### config.mk
export PLATFORM = sky130hd
export DESIGN_NAME = connect_four_renderer
export DESIGN_NICKNAME = d
export VERILOG_FILES = /design/src/rtl/connect_four_renderer.sv
export SDC_FILE = /design/constraint.sdc
export NUM_CORES = 1
export LEC_CHECK = 0
export ABC_AREA = 1
export BUFFER_PORTS_ARGS = -buffer_cell sky130_fd_sc_hd__buf_2
export CORE_UTILIZATION = 50
export CTS_BUF_LIST = sky130_fd_sc_hd__clkbuf_8 sky130_fd_sc_hd__clkbuf_16
export CTS_CLUSTER_DIAMETER = 60
export CTS_CLUSTER_SIZE = 16
export DETAILED_ROUTE_END_ITERATION = 10
export GPL_TIMING_DRIVEN = 0
export PLACE_DENSITY = 0.73
export SYNTH_ARGS = -nofsm -noshare
export SYNTH_HDL_FRONTEND = slang
export SYNTH_SLANG_ARGS = --single-unit
### constraint.sdc
create_clock -name clk_25MHz -period 7.06 [get_ports clk_25MHz]
set_input_delay 2.118 -clock clk_25MHz [delete_from_list [all_inputs] [get_ports clk_25MHz]]
set_output_delay 2.118 -clock clk_25MHz [all_outputs]
set_load 0.01 [all_outputs]
### src/rtl/connect_four_renderer.sv
// Connect Four VGA renderer: board, cursor, falling-piece animation and win blinking.
// Latency: 2 cycles h/v/sync in -> colour/sync out; board read address issued in S0, data consumed in S1.
// Backpressure: none, free-running pixel stream; drop requests arriving while busy are discarded.
module connect_four_renderer #(
    parameter int ROWS         = 6,
    parameter int COLS         = 7,
    parameter int CELL_SHIFT   = 5,
    parameter int ORIGIN_X     = 208,
    parameter int ORIGIN_Y     = 144,
    parameter int CURSOR_GAP   = 16,
    parameter int RADIUS       = 14,
    parameter int FALL_STEP    = 4,
    parameter int BLINK_FRAMES = 16
) (
    input  logic       clk_25MHz,
    input  logic       rst_n,
    input  logic [9:0] h_count,
    input  logic [9:0] v_count,
    input  logic       hsync_in,
    input  logic       vsync_in,
    output logic [2:0] row_read,
    output logic [2:0] col_read,
    input  logic [1:0] cell_data,
    input  logic       win_cell,
    input  logic [2:0] current_col,
    input  logic [1:0] current_player,
    input  logic       game_over,
    input  logic       drop_start,
    input  logic [2:0] drop_col,
    input  logic [2:0] drop_row,
    output logic       anim_busy,
    output logic       anim_done,
    output logic       vga_hsync,
    output logic       vga_vsync,
    output logic [1:0] vga_r,
    output logic [1:0] vga_g,
    output logic [1:0] vga_b
);
    localparam int CELL = 1 << CELL_SHIFT;
    localparam int HALF = CELL / 2;
    localparam int DW   = 2 * CELL_SHIFT + 1;
    localparam int BW   = $clog2(BLINK_FRAMES) + 1;

    localparam logic [9:0]    CELL_W  = 10'(CELL);
    localparam logic [9:0]    BOARD_W = 10'(COLS << CELL_SHIFT);
    localparam logic [9:0]    BOARD_H = 10'(ROWS << CELL_SHIFT);
    localparam logic [9:0]    ORG_X   = 10'(ORIGIN_X);
    localparam logic [9:0]    ORG_Y   = 10'(ORIGIN_Y);
    localparam logic [9:0]    CUR_TOP = 10'(ORIGIN_Y - CURSOR_GAP - CELL);
    localparam logic [DW-1:0] R2      = DW'(RADIUS * RADIUS);

    localparam logic [5:0] C_BLACK = 6'b00_00_00;
    localparam logic [5:0] C_BG    = 6'b01_11_01;
    localparam logic [5:0] C_BLUE  = 6'b00_00_11;
    localparam logic [5:0] C_P1    = 6'b11_11_00;
    localparam logic [5:0] C_P2    = 6'b11_00_00;
    localparam logic [5:0] C_WHITE = 6'b11_11_11;

    typedef enum logic [1:0] {IDLE, FALL, LAND} state_t;

    // Distance from cell centre; |offset - half| never exceeds HALF so it fits CELL_SHIFT bits.
    function automatic logic in_circle(input logic [CELL_SHIFT-1:0] lx,
                                       input logic [CELL_SHIFT-1:0] ly);
        logic [CELL_SHIFT-1:0] ax;
        logic [CELL_SHIFT-1:0] ay;
        logic [DW-1:0]         d2;
        ax = (lx >= CELL_SHIFT'(HALF)) ? lx - CELL_SHIFT'(HALF) : CELL_SHIFT'(HALF) - lx;
        ay = (ly >= CELL_SHIFT'(HALF)) ? ly - CELL_SHIFT'(HALF) : CELL_SHIFT'(HALF) - ly;
        d2 = DW'(ax) * DW'(ax) + DW'(ay) * DW'(ay);
        return d2 <= R2;
    endfunction

    function automatic logic [5:0] player_colour(input logic [1:0] p);
        case (p)
            2'b01:   return C_P1;
            2'b10:   return C_P2;
            default: return C_BG;
        endcase
    endfunction

    state_t          state_q, state_d;
    logic [9:0]      anim_y, anim_y_d, fall_y;
    logic [9:0]      anim_x_lo, tgt_top;
    logic [2:0]      tgt_row, tgt_col;
    logic [1:0]      anim_player;
    logic            load, done_d, drop_ok, frame_tick;
    logic [BW-1:0]   blink_cnt;
    logic            blink_phase;

    // S0: address generation and region classification
    logic [9:0] ox, oy, ax_off, ay_off, cx_off, cy_off;
    logic       s0_active, s0_board, s0_board_circ, s0_anim, s0_cursor, s0_masked;

    assign ox       = h_count - ORG_X;
    assign oy       = v_count - ORG_Y;
    assign col_read = ox[CELL_SHIFT +: 3];
    assign row_read = 3'(ROWS - 1) - oy[CELL_SHIFT +: 3];
    assign ax_off   = h_count - anim_x_lo;
    assign ay_off   = v_count - anim_y;
    assign cx_off   = h_count - (ORG_X + (10'(current_col) << CELL_SHIFT));
    assign cy_off   = v_count - CUR_TOP;

    assign s0_active     = (h_count < 10'd640) && (v_count < 10'd480);
    assign s0_board      = (ox < BOARD_W) && (oy < BOARD_H);
    assign s0_board_circ = in_circle(ox[CELL_SHIFT-1:0], oy[CELL_SHIFT-1:0]);
    assign s0_anim       = (state_q != IDLE) && (ax_off < CELL_W) && (ay_off < CELL_W) &&
                           in_circle(ax_off[CELL_SHIFT-1:0], ay_off[CELL_SHIFT-1:0]);
    assign s0_cursor     = (state_q == IDLE) && !game_over && (cx_off < CELL_W) &&
                           (cy_off < CELL_W) && in_circle(cx_off[CELL_SHIFT-1:0], cy_off[CELL_SHIFT-1:0]);
    assign s0_masked     = (state_q == FALL) && (row_read == tgt_row) && (col_read == tgt_col);

    logic s1_active, s1_board, s1_board_circ, s1_anim, s1_cursor, s1_masked, s1_hs, s1_vs;
    logic [5:0] s2_colour;

    always_ff @(posedge clk_25MHz or negedge rst_n) begin
        if (!rst_n) begin
            {s1_active, s1_board, s1_board_circ, s1_anim, s1_cursor, s1_masked} <= '0;
            s1_hs     <= 1'b1;
            s1_vs     <= 1'b1;
            vga_hsync <= 1'b1;
            vga_vsync <= 1'b1;
            {vga_r, vga_g, vga_b} <= C_BLACK;
        end else begin
            s1_active     <= s0_active;
            s1_board      <= s0_board;
            s1_board_circ <= s0_board_circ;
            s1_anim       <= s0_anim;
            s1_cursor     <= s0_cursor;
            s1_masked     <= s0_masked;
            s1_hs         <= hsync_in;
            s1_vs         <= vsync_in;
            vga_hsync     <= s1_hs;
            vga_vsync     <= s1_vs;
            {vga_r, vga_g, vga_b} <= s2_colour;
        end
    end

    // S2: colour priority, cell_data/win_cell line up with the S1 registers
    always_comb begin
        s2_colour = C_BG;
        if (!s1_active)
            s2_colour = C_BLACK;
        else if (s1_anim)
            s2_colour = player_colour(anim_player);
        else if (s1_board && s1_board_circ) begin
            if (s1_masked || (cell_data != 2'b01 && cell_data != 2'b10))
                s2_colour = C_BG;
            else if (win_cell && blink_phase)
                s2_colour = C_WHITE;
            else
                s2_colour = player_colour(cell_data);
        end else if (s1_board)
            s2_colour = C_BLUE;
        else if (s1_cursor)
            s2_colour = player_colour(current_player);
    end

    assign frame_tick = (h_count == 10'd0) && (v_count == 10'd480);
    assign drop_ok    = (int'(drop_row) < ROWS) && (int'(drop_col) < COLS);
    assign anim_busy  = (state_q != IDLE);

    always_comb begin
        state_d  = state_q;
        anim_y_d = anim_y;
        load     = 1'b0;
        done_d   = 1'b0;
        fall_y   = anim_y + 10'(FALL_STEP);
        case (state_q)
            IDLE: if (drop_start && drop_ok) begin
                load     = 1'b1;
                anim_y_d = CUR_TOP;
                state_d  = FALL;
            end
            FALL: if (frame_tick) begin
                if (fall_y >= tgt_top) begin
                    anim_y_d = tgt_top;
                    state_d  = LAND;
                end else begin
                    anim_y_d = fall_y;
                end
            end
            LAND: if (frame_tick) begin
                state_d = IDLE;
                done_d  = 1'b1;
            end
            default: state_d = IDLE;
        endcase
    end

    always_ff @(posedge clk_25MHz or negedge rst_n) begin
        if (!rst_n) begin
            state_q     <= IDLE;
            anim_y      <= '0;
            anim_x_lo   <= '0;
            tgt_top     <= '0;
            tgt_row     <= '0;
            tgt_col     <= '0;
            anim_player <= '0;
            anim_done   <= 1'b0;
        end else begin
            state_q   <= state_d;
            anim_y    <= anim_y_d;
            anim_done <= done_d;
            if (load) begin
                tgt_row     <= drop_row;
                tgt_col     <= drop_col;
                anim_player <= current_player;
                anim_x_lo   <= ORG_X + (10'(drop_col) << CELL_SHIFT);
                tgt_top     <= ORG_Y + (10'(3'(ROWS - 1) - drop_row) << CELL_SHIFT);
            end
        end
    end

    always_ff @(posedge clk_25MHz or negedge rst_n) begin
        if (!rst_n) begin
            blink_cnt   <= '0;
            blink_phase <= 1'b0;
        end else if (!game_over) begin
            blink_cnt   <= '0;
            blink_phase <= 1'b0;
        end else if (frame_tick) begin
            if (blink_cnt == BW'(BLINK_FRAMES - 1)) begin
                blink_cnt   <= '0;
                blink_phase <= ~blink_phase;
            end else begin
                blink_cnt <= blink_cnt + 1'b1;
            end
        end
    end
endmodule
# After elaboration in Yosys (flattened, before gate mapping)
# Cells that the tools add are included.
totals:
  regBits: 63
  latch_bits: 0
  ramBits: 0
  romBits: 0
  in_bits: 40
  wordCells: 159
  mem_count: 0
op_classes:
  addsub: 28
  multipliers: 6
  n_div: 0
  order_cmp: 20
  eq_ne: 20
  n_shift: 0
  muxes: 35
  n_bitwise: 1
  reduce_logical: 26
ops:
  columns: ["operator", "count"]
  rows:
  - ["multiplier 5 x 5 -> 10 bit", 6]
  - ["2-to-1 mux 5 bit", 9]
  - ["2-to-1 mux 6 bit", 7]
  - ["< comparator 10 x 6 -> 1 bit, second input constant", 4]
  - ["case mux 6 bit (2 select lines)", 3]
  - ["adder 10 x 10 -> 11 bit", 3]
  - ["less-or-equal comparator 11 x 8 -> 1 bit, second input constant", 3]
  - ["greater-or-equal comparator 5 bit, second input constant", 6]
  - ["2-to-1 mux 10 bit", 3]
  - ["subtractor 5 bit, first input constant", 6]
  - ["subtractor 5 bit, second input constant", 6]
  - ["< comparator 10 x 8 -> 1 bit, second input constant", 2]
  - ["case mux 10 bit (2 select lines)", 1]
  - ["subtractor 10 bit", 2]
  - ["subtractor 10 x 8 -> 10 bit, second input constant", 2]
  - ["adder 8 x 8 -> 9 bit, first input constant", 2]
  - ["logical AND 1 bit", 17]
  - ["adder 10 x 3 -> 10 bit, second input constant", 1]
  - ["adder 9 x 9 -> 10 bit, first input constant", 1]
  - ["equality test 10 x 9 -> 1 bit, second input constant", 1]
  - ["greater-or-equal comparator 10 bit", 1]
  - ["logical NOT 10 bit", 1]
  - ["< comparator 10 bit, second input constant", 1]
  - ["< comparator 10 x 9 -> 1 bit, second input constant", 1]
  - ["23 further kinds", 47]

# Longest topological paths before layout
logic_depth:
  word_depth: 8
  depth_mapped: 31
  mapped_depth_nobuf: 31

# Worst setup path before layout
# Ideal clock, no wire load.
synth_path:
  path_type: "input port to flip-flop"
  startpoint: "input v_count[0]"
  endpoint: "register s1_cursor"
  setup_time_ns: 0.114
  arrival_ns: 7.134
  required_ns: 6.946
  setup_slack_ns: -0.188
  stages: 27
  n_path_buf: 1
  cell_sequence: "inv_1 > clkbuf_1 > ha_1 > inv_1 > o21ai_0 > inv_1 > nor2_1 > inv_1 > fa_1 > fa_1 > inv_1 > fa_1 > fa_1 > inv_1 > fa_1 > inv_1 > ha_1 > nand2_1 > nand2_1 > nand2_1 > nand3_1 > a21oi_1 > nand2_1 > nand2_1 > nor2_1 > nand3_1 > nor2_1"
synth_via:
  elab_chain_len: 7
  elab_cells_between_ends: 11
  cone_classes: "add/sub: 4; mul: 1; order compare: 3; mux: 1; reduce/logical: 2"
synth_rtl:
  columns: ["element", "line_no", "source"]
  rows:
  - ["start: declaration", "18", "input logic [9:0] v_count,"]
  - ["subtractor 10 x 7 -> 10 bit *", "101", "assign cy_off = v_count - CUR_TOP;"]
  - ["subtractor 5 bit or greater-or-equal comparator 5 bit (tied branches)", "68", "ay = (ly >= CELL_SHIFT'(HALF)) ? ly - CELL_SHIFT'(HALF) : CELL_SHIFT'(HALF) - ly;"]
  - ["2-to-1 mux 5 bit", "68", null]
  - ["multiplier 5 x 5 -> 10 bit", "69", "d2 = DW'(ax) * DW'(ax) + DW'(ay) * DW'(ay);"]
  - ["adder 10 x 10 -> 11 bit", "69", null]
  - ["less-or-equal comparator 11 x 8 -> 1 bit", "70", "return d2 <= R2;"]
  - ["logical AND 1 bit *", "109", "(cy_off < CELL_W) && in_circle(cx_off[CELL_SHIFT-1:0], cy_off[CELL_SHIFT-1:0]);"]
  - ["named net s0_cursor", "92", "logic s0_active, s0_board, s0_board_circ, s0_anim, s0_cursor, s0_masked;"]
  - ["end signal: assignment", "128", "s1_cursor <= s0_cursor;"]
  - ["end: declaration", "112", "logic s1_active, s1_board, s1_board_circ, s1_anim, s1_cursor, s1_masked, s1_hs, s1_vs;"]
# Mark *: on every way through the listed nets, which the timed path passes. The rest lies on a longest branch.
# A chain may end at the register's enable or synchronous reset.

# Worst setup path in the final report
layout_path:
  startpoint: "input v_count[2]"
  endpoint: "register s1_anim"
layout_via:
  elab_chain_len: 7
  elab_cells_between_ends: 11
  cone_classes: "add/sub: 4; mul: 1; order compare: 3; mux: 1; reduce/logical: 2"
layout_rtl:
  columns: ["element", "line_no", "source"]
  rows:
  - ["subtractor 10 bit *", "99", "assign ay_off = v_count - anim_y;"]
  - ["subtractor 5 bit or greater-or-equal comparator 5 bit (tied branches)", "68", null]
  - ["2-to-1 mux 5 bit", "68", null]
  - ["multiplier 5 x 5 -> 10 bit", "69", null]
  - ["adder 10 x 10 -> 11 bit", "69", null]
  - ["less-or-equal comparator 11 x 8 -> 1 bit", "70", null]
  - ["logical AND 1 bit *", "106", "assign s0_anim = (state_q != IDLE) && (ax_off < CELL_W) && (ay_off < CELL_W) &&"]
  - ["named net s0_anim", "92", null]
  - ["end signal: assignment", "127", "s1_anim <= s0_anim;"]
  - ["end: declaration", "112", null]
# Marked as above.

==> impl_metrics.csv <==
group,metric,value,unit
synthesis,yosys_register_bits,48,
critical_path,crit_path_max_fanout,7,
synthesis,synth_top_family_by_area,"adder cells",
synthesis,synth-xor-area-share,0.03983,
global_routing,antenna_found_initial,0,
synthesis,synth.area.mux_share,0,
drt,drtIter0Drc,346,
timing,setup_slack,0.1649,ns
timing,hold_viol,0,
floorplan,dieArea,0.01678,sq mm
drt,drt-total-wl,19000,um
min_path,min_path_cells,0,
global_routing,grt_pass1_vias,6910,
place,dpl_worst_slack,-0.9893,ns
global_routing,overflow,0,
pwr,p_per_area,251.2,mW/mm^2
drt,via_per_inst,5.061,
flow_run,max_cap_violations,0,
clock_network,clk_pin_slew,0.06,ns
cells_and_area,syn2layout_area_growth,18.70,%
pwr,p_leak,5.359,nW
clock_network,clock_sinks,48,
clock_network,cts-hold-fix-buffers,0,
global_routing,track_usage,0.2311,
drt,vias,7253,
floorplan,die-height,129.6,um
clock_network,cts_buffer_depth,2,
cells_and_area,final_cell_mix,"251 x inv_1, 217 x nand2_1, 118 x ha_1",
place,io_buffers,55,
timing,slew_headroom,0.2917,
synthesis,yosysWarnings,0,
cells_and_area,drive_gt1_frac,0.1816,
pwr,power.total,2.426,mW
global_routing,grt_first_pass_wirelength,30840,um
place,dp_hpwl,15190,um
critical_path,r2r_start,"anim_y[3]",
synthesis,synth_cell_type_count,46,
drt,drt_pass1_iterations,5,
cells_and_area,final_common_cell,"inv_1",
floorplan,io_pins,56,
timing,fin_crit_sh,0.9766,
synthesis,syn_area_per_cell,7.251,sq um
synthesis,ys_seq_area_frac,0.1483,
min_path,worstHoldStart,"s1_vs",
critical_path,endpoint_kind,"flip-flop",
critical_path,arrival,7.11,ns
timing,setup_violations,0,
cells_and_area,seq_area,0.001206,sq mm
min_path,hold_end,"vga_vsync",
drt,wl_per_cell,13.26,um
synthesis,synth_simple_gate_area_share,0.2393,
synthesis,synth_compound_area_frac,0.08290,
timing,fmax,145.0,MHz
synthesis,synth-adder-area-share,0.3605,
timing,fin_crit,6.895,ns
global_routing,grt_start_max_net_pins,49,
critical_path,path_class,"input pin to flip-flop",
clock_network,cts-root-buf,"clkbuf_16",
pwr,peakVddDrop,0.0002436,V
synthesis,syn_inst,1122,
critical_path,r2r_cells,25,
timing,finalClockSkew,0.005924,ns
drt,final_antenna_net_count,0,
critical_path,cp-start-kind,"input pin",
floorplan,core_area,0.01589,sq mm
floorplan,initial_core_util,0.5121,
timing,slew_violations,0,
floorplan,die_w,129.6,um
cells_and_area,final_nets,1452,
clock_network,cts_tree,"done",
cells_and_area,final_core_util,0.6079,
timing,worst_pin_slew,1.062,ns
cells_and_area,fill_cells,1391,
cells_and_area,multi_input_area,0.006425,sq mm
critical_path,crit_slowest_cell,"fa_1",
critical_path,worstReg2RegEnd,"s1_anim",
place,gp_congestion,0.8613,
clock_network,h-tree-depth,2,
drt,remaining_drc_errors,0,
clock_network,clock_latency,0.29,ns
critical_path,crit_required,7.27,ns
critical_path,crit_top_cell,"fa_1",
synthesis,syn_area,0.008135,sq mm
floorplan,rows,46,
cells_and_area,num_antenna_cells,0,
run_status,run_status,"finished, final reports clean",
critical_path,r2r_slack,1.58,ns
min_path,min_path_type,"flip-flop to flip-flop",
critical_path,cpPeakStageDelay,0.52,ns
clock_network,cts_buffers,5,
==> final cells by class <==
class / instances / area share
Sequential cell: 48 / 0.1249
Tap cell: 216 / 0.02799
Clock buffer: 6 / 0.01438
Clock inverter: 2 / 0.001037
Multi-Input combinational cell: 803 / 0.6653
Inverter: 270 / 0.1078
Buffer: 6 / 0.005831
Timing Repair Buffer: 82 / 0.05273
==> routing by layer <==
layer	up-vias	part of all wire	track usage
met3	29	0.037	0.03097
met2	126	0.49	0.4067
met5	-	0	0
met4	0	0.017	0.04856
met1	3431	0.46	0.3029
li1	3667	-	-
==> flip-flops by register name, indices dropped and copies added, names as in the netlist, 2 cells and up <==
register,count
anim_player,2
anim_x_lo,3
anim_y,8
blink_cnt,5
state_q,2
tgt_col,3
tgt_row,3
tgt_top,5
vga_b,2
vga_r,2
==> timing repair <==
| action | 4_1_cts | 5_1_grt |
|---|---|---|
| setup buffers | 8 | 19 |
| gates resized for setup | 46 | 101 |
| setup endpoints to repair | 3 | 3 |
| pin swaps | 7 | 49 |
==> through the flow <==
| stage | instances | hold WS (ns) | cell area, sq um | TNS (ns) |
|---|---|---|---|---|
| detailed placement | 1398 | 0.3478 | 8717 | -2.436 |
| floorplan | 1127 | 0.3452 | 8172 | -0.006797 |
| global placement | 1398 | 0.3459 | 8717 | -2.246 |
| global route | 1433 | 0.3599 | 9657 | -0.1659 |
| finish | 1433 | 0.3560 | 9657 | 0 |
| CTS | 1414 | 0.3568 | 9106 | -0.01398 |
==> cell families after synthesis <==
logic type               after synthesis
AND/OR/NAND/NOR                      449
buffers and inverters                276
adder cells (fa/ha/maj)              196
AO/OA/AOI/OAI                        117
flip-flops                            48
XOR/XNOR                              34
other                                  2
==> where the power goes <==
group          internal [mW]  switching, mW  leakage (nW)
logic                  0.771           1.06          4.68
clock network          0.140          0.101        0.0766
registers              0.326         0.0294         0.604
total                   1.24           1.19          5.36
==> synthesized netlist by cell type, drive strengths merged <==
cell type	number	area (sq um)
a21o	3	22.52
o21ai	50	265.3
a221oi	1	8.760
o2111ai	1	8.760
or3b	1	8.760
nand3	65	335.3
a21oi	40	204.0
nor3	12	60.06
buf	2	12.51
nor2	100	402.9
xor2	24	236.5
conb	2	7.510
fa	64	1281
ha	132	1652
dfrtp	44	1101
nand2	234	893.4
and2	1	6.260
xnor2	10	87.58
a31oi	1	6.260
nand3b	7	52.55
or2	8	50.05
a211oi	1	7.510
inv	270	1016
nor4	3	25.02
nand4	18	112.6
a21boi	3	22.52
o211ai	1	7.510
dfstp	4	105.1
o21a	4	30.03
o21bai	9	67.56
clkbuf	4	15.01
o31ai	2	15.01
a22o	1	8.760
==> worst max-delay path by stage <==
stage               startpoint             to  slack [ns]
finish              v_count[2]        s1_anim        0.16
global placement    h_count[0]  s1_board_circ       -0.91
CTS                 v_count[1]      s1_cursor       -0.01
global route        h_count[3]      s1_cursor       -0.09
floorplan           v_count[0]      s1_cursor      -0.007
detailed placement  h_count[0]  s1_board_circ       -0.99
==> critical path: cells and delay by family <==
family	cells	cell delay (ns)
AOI/OAI and AO/OA	1	0.11
xor gates and xnor gates	1	0.31
adders and majority gates	7	3.09
buffers and inverters	4	0.32
and+or+nand+nor	12	1.13
(Power assumes the default switching activity.)
